<file path="config.mk">
export PLATFORM = sky130hd
export DESIGN_NAME = usb_uart_bridge_ctrl
export DESIGN_NICKNAME = d
export VERILOG_FILES = /design/src/rtl/usb_uart_bridge_ctrl.sv
export SDC_FILE = /design/constraint.sdc
export NUM_CORES = 1
export LEC_CHECK = 0
export ABC_AREA = 1
export BUFFER_PORTS_ARGS = -buffer_cell sky130_fd_sc_hd__buf_2
export CAP_MARGIN = 5
export CORE_MARGIN = 4
export CORE_UTILIZATION = 50
export CTS_CLUSTER_SIZE = 25
export DETAILED_ROUTE_END_ITERATION = 12
export HOLD_SLACK_MARGIN = 0.1
export PLACE_DENSITY = 0.71
export SLEW_MARGIN = 20
export SYNTH_ARGS = -nofsm -noshare
export SYNTH_HDL_FRONTEND = slang
export SYNTH_SLANG_ARGS = --single-unit
export TNS_END_PERCENT = 50
</file>
<file path="constraint.sdc">
create_clock -name clk -period 2.79 [get_ports clk]
set_input_delay 0.279 -clock clk [delete_from_list [all_inputs] [get_ports clk]]
set_output_delay 0.279 -clock clk [all_outputs]
set_load 0.05 [all_outputs]
</file>
<file path="src/rtl/usb_uart_bridge_ctrl.sv">
// USB CDC <-> UART bridge controller: per-direction byte FIFOs, UART TX launch FSM,
// and a loopback mode that shares the IN-side FIFO between UART RX and OUT bytes.

module usb_uart_bridge_fifo #(
  parameter int DEPTH = 4,
  parameter int W     = 8
) (
  input  logic                     clk,
  input  logic                     rst_n,
  input  logic                     push_i,
  input  logic                     pop_i,
  input  logic [W-1:0]             data_i,
  output logic [W-1:0]             data_o,
  output logic [$clog2(DEPTH):0]   level_o,
  output logic                     full_o,
  output logic                     empty_o
);
  localparam int AW = $clog2(DEPTH);
  localparam int LW = AW + 1;

  logic [W-1:0]  mem_q [DEPTH];
  logic [AW-1:0] wr_ptr_q, rd_ptr_q;
  logic [LW-1:0] level_q;
  logic          push_ok, pop_ok;

  assign full_o  = (level_q == LW'(DEPTH));
  assign empty_o = (level_q == '0);
  // Fullness comes from the registered level, so a same-cycle pop never admits a push.
  assign push_ok = push_i && !full_o;
  assign pop_ok  = pop_i && !empty_o;
  assign data_o  = mem_q[rd_ptr_q];
  assign level_o = level_q;

  always_ff @(posedge clk) begin
    if (!rst_n) begin
      wr_ptr_q <= '0;
      rd_ptr_q <= '0;
      level_q  <= '0;
    end else begin
      if (push_ok) wr_ptr_q <= wr_ptr_q + 1'b1;
      if (pop_ok)  rd_ptr_q <= rd_ptr_q + 1'b1;
      level_q <= level_q + LW'(push_ok) - LW'(pop_ok);
    end
  end

  // NOTE: storage is deliberately not reset; the reset pointers/level make stale entries unreachable.
  always_ff @(posedge clk) begin
    if (push_ok) mem_q[wr_ptr_q] <= data_i;
  end
endmodule

module usb_uart_bridge_ctrl #(
  parameter int FIFO_DEPTH = 4,
  parameter int CNT_W      = 8
) (
  input  logic                          clk,
  input  logic                          rst_n,
  input  logic                          loopback_i,
  input  logic [7:0]                    out_data_i,
  input  logic                          out_valid_i,
  output logic                          out_ready_o,
  output logic [7:0]                    in_data_o,
  output logic                          in_valid_o,
  input  logic                          in_ready_i,
  output logic [7:0]                    uart_tx_data_o,
  output logic                          uart_tx_en_o,
  input  logic                          uart_tx_busy_i,
  input  logic [7:0]                    uart_rx_data_i,
  input  logic                          uart_rx_valid_i,
  output logic                          uart_rx_read_o,
  output logic                          mode_o,
  output logic [$clog2(FIFO_DEPTH):0]   tx_level_o,
  output logic [$clog2(FIFO_DEPTH):0]   rx_level_o,
  output logic [CNT_W-1:0]              drop_cnt_o
);
  typedef enum logic [1:0] {S_IDLE, S_LOAD, S_WAIT_HI, S_WAIT_LO} tx_state_e;
  typedef enum logic {RR_UART, RR_LOOP} rr_e;

  tx_state_e        state_q, state_d;
  rr_e              rr_q, rr_d, grant;
  logic             mode_q, mode_d;
  logic [1:0]       wait_cnt_q, wait_cnt_d;
  logic [7:0]       tx_last_q;
  logic [CNT_W-1:0] drop_cnt_q;

  logic       tx_push, tx_pop, tx_full, tx_empty;
  logic [7:0] tx_head;
  logic       rx_push, rx_pop, rx_full, rx_empty;
  logic [7:0] rx_push_data;
  logic       drop, out_xfer;

  usb_uart_bridge_fifo #(.DEPTH(FIFO_DEPTH), .W(8)) u_tx_fifo (
    .clk(clk), .rst_n(rst_n), .push_i(tx_push), .pop_i(tx_pop), .data_i(out_data_i),
    .data_o(tx_head), .level_o(tx_level_o), .full_o(tx_full), .empty_o(tx_empty)
  );

  usb_uart_bridge_fifo #(.DEPTH(FIFO_DEPTH), .W(8)) u_rx_fifo (
    .clk(clk), .rst_n(rst_n), .push_i(rx_push), .pop_i(rx_pop), .data_i(rx_push_data),
    .data_o(in_data_o), .level_o(rx_level_o), .full_o(rx_full), .empty_o(rx_empty)
  );

  assign in_valid_o = !rx_empty;
  assign rx_pop     = in_valid_o && in_ready_i;

  // NOTE: every always_comb output gets a default first so no latch can be inferred.
  always_comb begin
    out_ready_o    = 1'b0;
    tx_push        = 1'b0;
    rx_push        = 1'b0;
    rx_push_data   = uart_rx_data_i;
    uart_rx_read_o = 1'b0;
    drop           = 1'b0;
    rr_d           = rr_q;
    grant          = RR_UART;
    if (!mode_q) begin
      out_ready_o    = !tx_full;
      tx_push        = out_valid_i && !tx_full;
      uart_rx_read_o = uart_rx_valid_i;
      rx_push        = uart_rx_valid_i && !rx_full;
      drop           = uart_rx_valid_i && rx_full;
    end else if (rx_full) begin
      uart_rx_read_o = uart_rx_valid_i;
      drop           = uart_rx_valid_i;
    end else begin
      if (uart_rx_valid_i && out_valid_i) begin
        grant = (rr_q == RR_UART) ? RR_LOOP : RR_UART;
        rr_d  = grant;
      end else if (out_valid_i) begin
        grant = RR_LOOP;
      end
      out_ready_o = !uart_rx_valid_i || (grant == RR_LOOP);
      if (grant == RR_LOOP) begin
        rx_push      = out_valid_i;
        rx_push_data = out_data_i;
      end else begin
        rx_push        = uart_rx_valid_i;
        uart_rx_read_o = uart_rx_valid_i;
      end
    end
  end

  // Mode only switches when nothing is queued or in flight towards the UART.
  assign out_xfer = out_valid_i && out_ready_o;
  assign mode_d   = (tx_empty && state_q == S_IDLE && !out_xfer) ? loopback_i : mode_q;

  always_comb begin
    state_d      = state_q;
    wait_cnt_d   = wait_cnt_q;
    tx_pop       = 1'b0;
    uart_tx_en_o = 1'b0;
    unique case (state_q)
      S_IDLE: if (!tx_empty && !uart_tx_busy_i) state_d = S_LOAD;
      S_LOAD: begin
        uart_tx_en_o = 1'b1;
        tx_pop       = 1'b1;
        wait_cnt_d   = '0;
        state_d      = S_WAIT_HI;
      end
      S_WAIT_HI: begin
        // Give up after four cycles without busy so a dead transmitter cannot stall the FIFO.
        if (uart_tx_busy_i)         state_d = S_WAIT_LO;
        else if (wait_cnt_q == 2'd3) state_d = S_IDLE;
        else                         wait_cnt_d = wait_cnt_q + 2'd1;
      end
      S_WAIT_LO: if (!uart_tx_busy_i) state_d = S_IDLE;
      default:   state_d = S_IDLE;
    endcase
  end

  assign uart_tx_data_o = (state_q == S_LOAD) ? tx_head : tx_last_q;
  assign mode_o         = mode_q;
  assign drop_cnt_o     = drop_cnt_q;

  always_ff @(posedge clk) begin
    if (!rst_n) begin
      state_q    <= S_IDLE;
      rr_q       <= RR_UART;
      mode_q     <= 1'b0;
      wait_cnt_q <= '0;
      tx_last_q  <= '0;
      drop_cnt_q <= '0;
    end else begin
      state_q    <= state_d;
      rr_q       <= rr_d;
      mode_q     <= mode_d;
      wait_cnt_q <= wait_cnt_d;
      if (state_q == S_LOAD) tx_last_q <= tx_head;
      if (drop && drop_cnt_q != {CNT_W{1'b1}}) drop_cnt_q <= drop_cnt_q + 1'b1;
    end
  end
endmodule

</file>
# Word-level counts from Yosys, hierarchy flattened
# Memory sizes are Yosys's and may differ from the RTL's. A register that Yosys moved wholly into a read port is not among the register bits.
# Index checks and enable logic that the tools add are counted.
# totals
input_bits	23
ff_bits	36
wordCells	103
output_inout_bits	35
ramBits	64
n_memories	2
# mem_list
memory	words	width	rd	rd_clocked_by_memory_dff	wr	line_no	text
u_rx_fifo.mem_q	4	8	1	1	1	21	logic [W-1:0] mem_q [DEPTH];
u_tx_fifo.mem_q	4	8	1	1	1	21	
# op_classes
n_eq_ne	12
n_reduce_logical	29
mux	37
n_addsub	10
bitwise	1
# op_table
cell	count
two-way mux 8 bit	4
two-way mux 1 bit	21
two-way mux 2 bit	10
logical AND 1 bit	14
adder 2 x 1 -> 2 bit (second input constant)	5
AND reduction 3 bit	3
adder 8 x 1 -> 8 bit (second input constant)	1
inequality test 8 bit (second input constant)	1
case mux 2 bit (4 select lines)	1
zero test 1 bit	7
adder 3 x 1 -> 3 bit	2
== test 2 bit (second input constant)	3
== test 3 bit (second input constant)	2
zero test 3 bit	2
inequality test 2 bit (second input constant)	3
subtractor 3 x 1 -> 3 bit	2
case mux 2 bit (2 select lines)	1
inequality test 3 bit (second input constant)	1
== test 2 x 1 -> 1 bit (second input constant)	1
zero test 2 bit	1
inequality test 2 x 1 -> 1 bit (second input constant)	1
nonzero test 2 bit	1
logical OR 1 bit	1
inverter 1 bit	1

# Depth between registers and ports, before layout
# logic_depth
word_depth	10
depth_mapped	11
mapped_depth_nobuf	11

# By module
# From an unflattened synthesis, not the netlist that was laid out.
# hier_totals
hier_cells	482
hier_area_um2	4589.4
# modules_own_cells
module	cells_per_inst	area_per_inst_um2	n_inst	seq_area_each_um2
usb_uart_bridge_fifo at u_rx_fifo	144	1677.9	1	1141.1
usb_uart_bridge_fifo at u_tx_fifo	144	1675.4	1	1141.1
usb_uart_bridge_ctrl	194	1236.2	1	440.4

# Least setup slack after synthesis
# Ideal clock, no wire load.
# synth_timing
path_kind	register to register
startpoint	register u_rx_fifo.level_q[0] (netlist: u_rx_fifo.level_o[0])
endpoint	register u_rx_fifo.level_q[2] (netlist: u_rx_fifo.level_o[2])
stages_incl_launch_ff	12
setup_slack_ns	0.293
arrival_ns	2.378
required_ns	2.671
period_less_slack_ns	2.497
cell_sequence	dfxtp_1 -> inv_1 -> nand3_2 -> and2_1 -> buf_2 -> ha_1 -> inv_1 -> ha_1 -> inv_1 -> fa_1 -> o21ai_0 -> a21oi_1
# synth_lines
element	line_no	text
from (decl)	23	logic [LW-1:0] level_q;
from (signal assigned)	42	level_q <= level_q + LW'(push_ok) - LW'(pop_ok);
zero test 3 bit *	27	assign empty_o = (level_q == '0);
zero test 1 bit *	102	assign in_valid_o = !rx_empty;
named net in_valid_o	63	output logic in_valid_o,
logical AND 1 bit	103	assign rx_pop = in_valid_o && in_ready_i;
logical AND 1 bit *	30	assign pop_ok = pop_i && !empty_o;
named net u_rx_fifo.pop_ok	24	logic push_ok, pop_ok;
subtractor 3 x 1 -> 3 bit *	42	
# The timed path passes the listed nets; every way through them passes the cells marked *.
# A chain may end at the register's enable or synchronous reset.

==> impl_metrics.py <==
metrics = {
    "status": {
        "outcome": "finished, final reports clean",
    },
    "sta": {
        "finClkSkew_ns": 0.0124,
        "slew_headroom_pct": 47.1,
        "rsz0062_at_grt": "false",
        "worstMarginPinSlew_ns": 0.791,
        "period_needed_ns": 2.29,
        "slew_viol_final": 0,
        "max_freq_ghz": 0.438,
        "finalHoldViolations": 0,
        "setup_viol": 0,
        "finalCritPeriodShare_pct": 81.9,
        "final.setup.tns_ns": 0,
        "hold_ws_ns": 0.154,
    },
    "clock_tree": {
        "cts_hold_buf": 0,
        "h-tree-depth": 3,
        "clk_path_buf_depth": 2,
        "clockRootBuffer": "clkbuf_8",
        "clk_latency_ns": 0.36,
        "cts_tree": "built",
        "cts_setup_buffers": 0,
        "ctsResizeCount": 0,
        "cts_sinks": 104,
        "cts_made_buffers": 9,
        "path_clk_slew_ns": 0.10,
    },
    "cells_and_area": {
        "area_growth_pct": 12.6,
        "nets": 556,
        "nFillCells": 786,
        "n_antenna_cell": 0,
        "drive_gt1_share_pct": 18.0,
    },
    "yosys": {
        "synthesis.nets": 494,
        "netlist_area_um2": 4480,
        "synth_mux_area_share_pct": 0,
        "synth.area.top_cells": "edfxtp_1, dfxtp_1, nand2_1",
        "yosysWarnings": 0,
        "synth_top_family_by_area": "simple AND/OR/NAND/NOR gates",
        "synth-compound-area-share_pct": 11.4,
        "synth_fa_ha_area_share_pct": 4.80,
        "post_synth_inst_count": 455,
        "synth-xor-area-share_pct": 1.17,
        "yosysTopAreaCell": "edfxtp_1",
        "synthSimpleGateAreaFrac_pct": 16.3,
        "synth_top_area_share_pct": 42.9,
        "yosysSeqAreaShare_pct": 60.7,
        "synth_cell_type_count": 32,
        "ys_ff_latch": 104,
        "postSynthAreaPerCell_um2": 9.85,
    },
    "job": {
        "maxCapViolCount": 0,
    },
    "setup_path": {
        "cp_max_fo": 17,
        "r2r_setup_slack_ns": 0.63,
        "rr_worst_depth": 11,
        "arrival_ns": 2.01,
        "r2r_start": "state_q[1]",
        "crit_path_start_kind": "flop",
        "end_kind": "output port",
        "worstSetupPathType": "flop to output port",
        "cp.required_ns": 2.51,
        "r2r_end": "u_tx_fifo.level_o[2]",
        "worstSetupEndpoint": "uart_tx_data_o[2]",
    },
    "die": {
        "ios": 58,
        "die_h_um": 103,
        "start_util_pct": 51.4,
        "die_area_um2": 10500,
        "die_w_um": 103,
        "fp.coreArea_um2": 8720,
        "core.rowCount": 34,
    },
    "detailed_routing": {
        "drt-initial-drc-count": 146,
        "drc": 0,
        "num_vias": 3222,
        "routed_via_density": 5.11,
        "drtAntennaViolNets": 0,
        "dr.pass1.iters": 4,
        "wirelength_um": 9010,
        "avgRoutedWirePerCell_um": 14.3,
    },
    "grt": {
        "grt_max_degree": 20,
        "first_global_vias": 3122,
        "grt_usage_pct": 18.2,
        "grt_overflow": 0,
        "grt_pass1_wl_um": 14800,
        "grt_antenna_before_repair": 0,
    },
    "place": {
        "port_buffers": 57,
        "place_congestion": 0.815,
        "hpwl_um": 6400,
    },
    "pwr": {
        "leakage_nw": 2.11,
        "power.density_nw_per_um2": 1010,
        "peakVddDrop_v": 0.000905,
    },
    "worst_hold_path": {
        "holdPathStages": 1,
        "hp-class": "input port to flop",
    },
}
-- placed cells by master (no fill, tap or decap), types with 8 or more instances in the layout --
cell type   n
dfxtp_1    40
nand2_1    83
nor2_1     66
o21ai_1    11
buf_2      57
inv_1      42
o22ai_1     8
edfxtp_1   64
o21ai_0    44
ha_1       14
a21oi_1    26
nand3_1    10
clkbuf_8    9
-- cells in the mapped netlist --
library cell	instances
nand3_2	1
nor3_4	1
buf_2	7
nor2_1	66
inv_4	2
a21oi_2	3
nand2_2	4
and2_1	1
fa_1	2
dfxtp_1	40
clkinv_1	2
ha_1	14
buf_4	3
a21oi_4	1
inv_2	2
nor2_4	2
a21oi_1	26
o21ai_1	11
nor3_1	5
nand2_4	1
o21ai_0	44
o22ai_1	8
xor2_1	4
a31oi_1	1
nand3_1	10
buf_1	1
xnor2_1	2
edfxtp_1	64
nand2_1	83
nor2_2	1
o21ai_2	1
inv_1	42
-- state kept, by name, indices dropped and copies added (netlist names), 2 cells and up, named ones only --
| signal | flops |
|---|---|
| drop_cnt_o | 8 |
| state_q | 2 |
| u_tx_fifo.wr_ptr_q | 2 |
| u_rx_fifo.wr_ptr_q | 2 |
| u_rx_fifo.rd_ptr_q | 2 |
| u_tx_fifo.rd_ptr_q | 2 |
| u_tx_fifo.level_o | 3 |
| tx_last_q | 8 |
| u_rx_fifo.mem_q | 32 |
| u_tx_fifo.mem_q | 32 |
| wait_cnt_q | 2 |
| u_rx_fifo.level_o | 3 |
-- routing by layer --
layer	part of all wire, %	track usage, %	vias up	wire [µm]
met5	0	0	-	0
li1	-	-	1639	-
met1	48	25.2	1494	4290
met3	5.3	2.71	9	478
met2	46	29.3	80	4130
met4	1.2	6.36	0	109
-- area by class of cell --
class                   instances  area [µm²]  area share (%)
multi-input cells             292        1510            30.0
repair buffers                 62         323            6.40
well taps                     108         135            2.68
clock inverters                 6        41.3           0.818
clock buffers                  10         128            2.53
inverters                      48         185            3.67
flip-flops and latches        104        2720            53.9
-- worst max-delay path, stage by stage, from the launching register on --
cell	delay [ns]
dfxtp_1	0.70
inv_2	0.24
o21ai_0	0.21
o21ai_1	0.13
nand2_1	0.10
nand2_1	0.06
buf_2	0.21
-- report_power, final --
group	internal, mW	total [mW]	leakage (nW)	switching, mW
Combinational	0.534	2.13	1.11	1.60
Clock	0.329	0.842	0.0828	0.513
Sequential	1.97	2.13	0.913	0.161
Total	2.84	5.11	2.11	2.27
-- kinds of logic after synthesis --
group | after synthesis
AO/OA/AOI/OAI | 95
XOR/XNOR | 6
adder cells (fa/ha/maj) | 16
buffers and inverters | 59
flip-flops | 104
AND/OR/NAND/NOR | 175
-- per-stage QoR --
step           util [%]  area, µm²  setup slack (ns)  cells  total power, mW
3_5_place_dp       55.9       4880             0.661    614             4.31
2_1_floorplan         -       4480             0.293    455             3.78
4_1_cts            57.9       5050             0.499    630             5.15
3_3_place_gp       55.9       4880             0.779    614             4.24
5_1_grt            57.9       5050             0.318    630             5.45
6_report           57.9       5050             0.505    630             5.11
-- how the worst min path moves through the flow --
stage	slack (ns)	end	start
5_1_grt	0.13	u_tx_fifo.mem_q[3][0]	out_data_i[0]
3_3_place_gp	0.45	wait_cnt_q[0]	wait_cnt_q[0]
3_5_place_dp	0.46	u_tx_fifo.rd_ptr_q[1]	u_tx_fifo.rd_ptr_q[1]
6_report	0.15	u_tx_fifo.mem_q[3][4]	out_data_i[4]
2_1_floorplan	0.38	u_tx_fifo.mem_q[0][0]	out_data_i[0]
4_1_cts	0.14	u_tx_fifo.mem_q[3][0]	out_data_i[0]
Power figures use the tool's default switching activity.
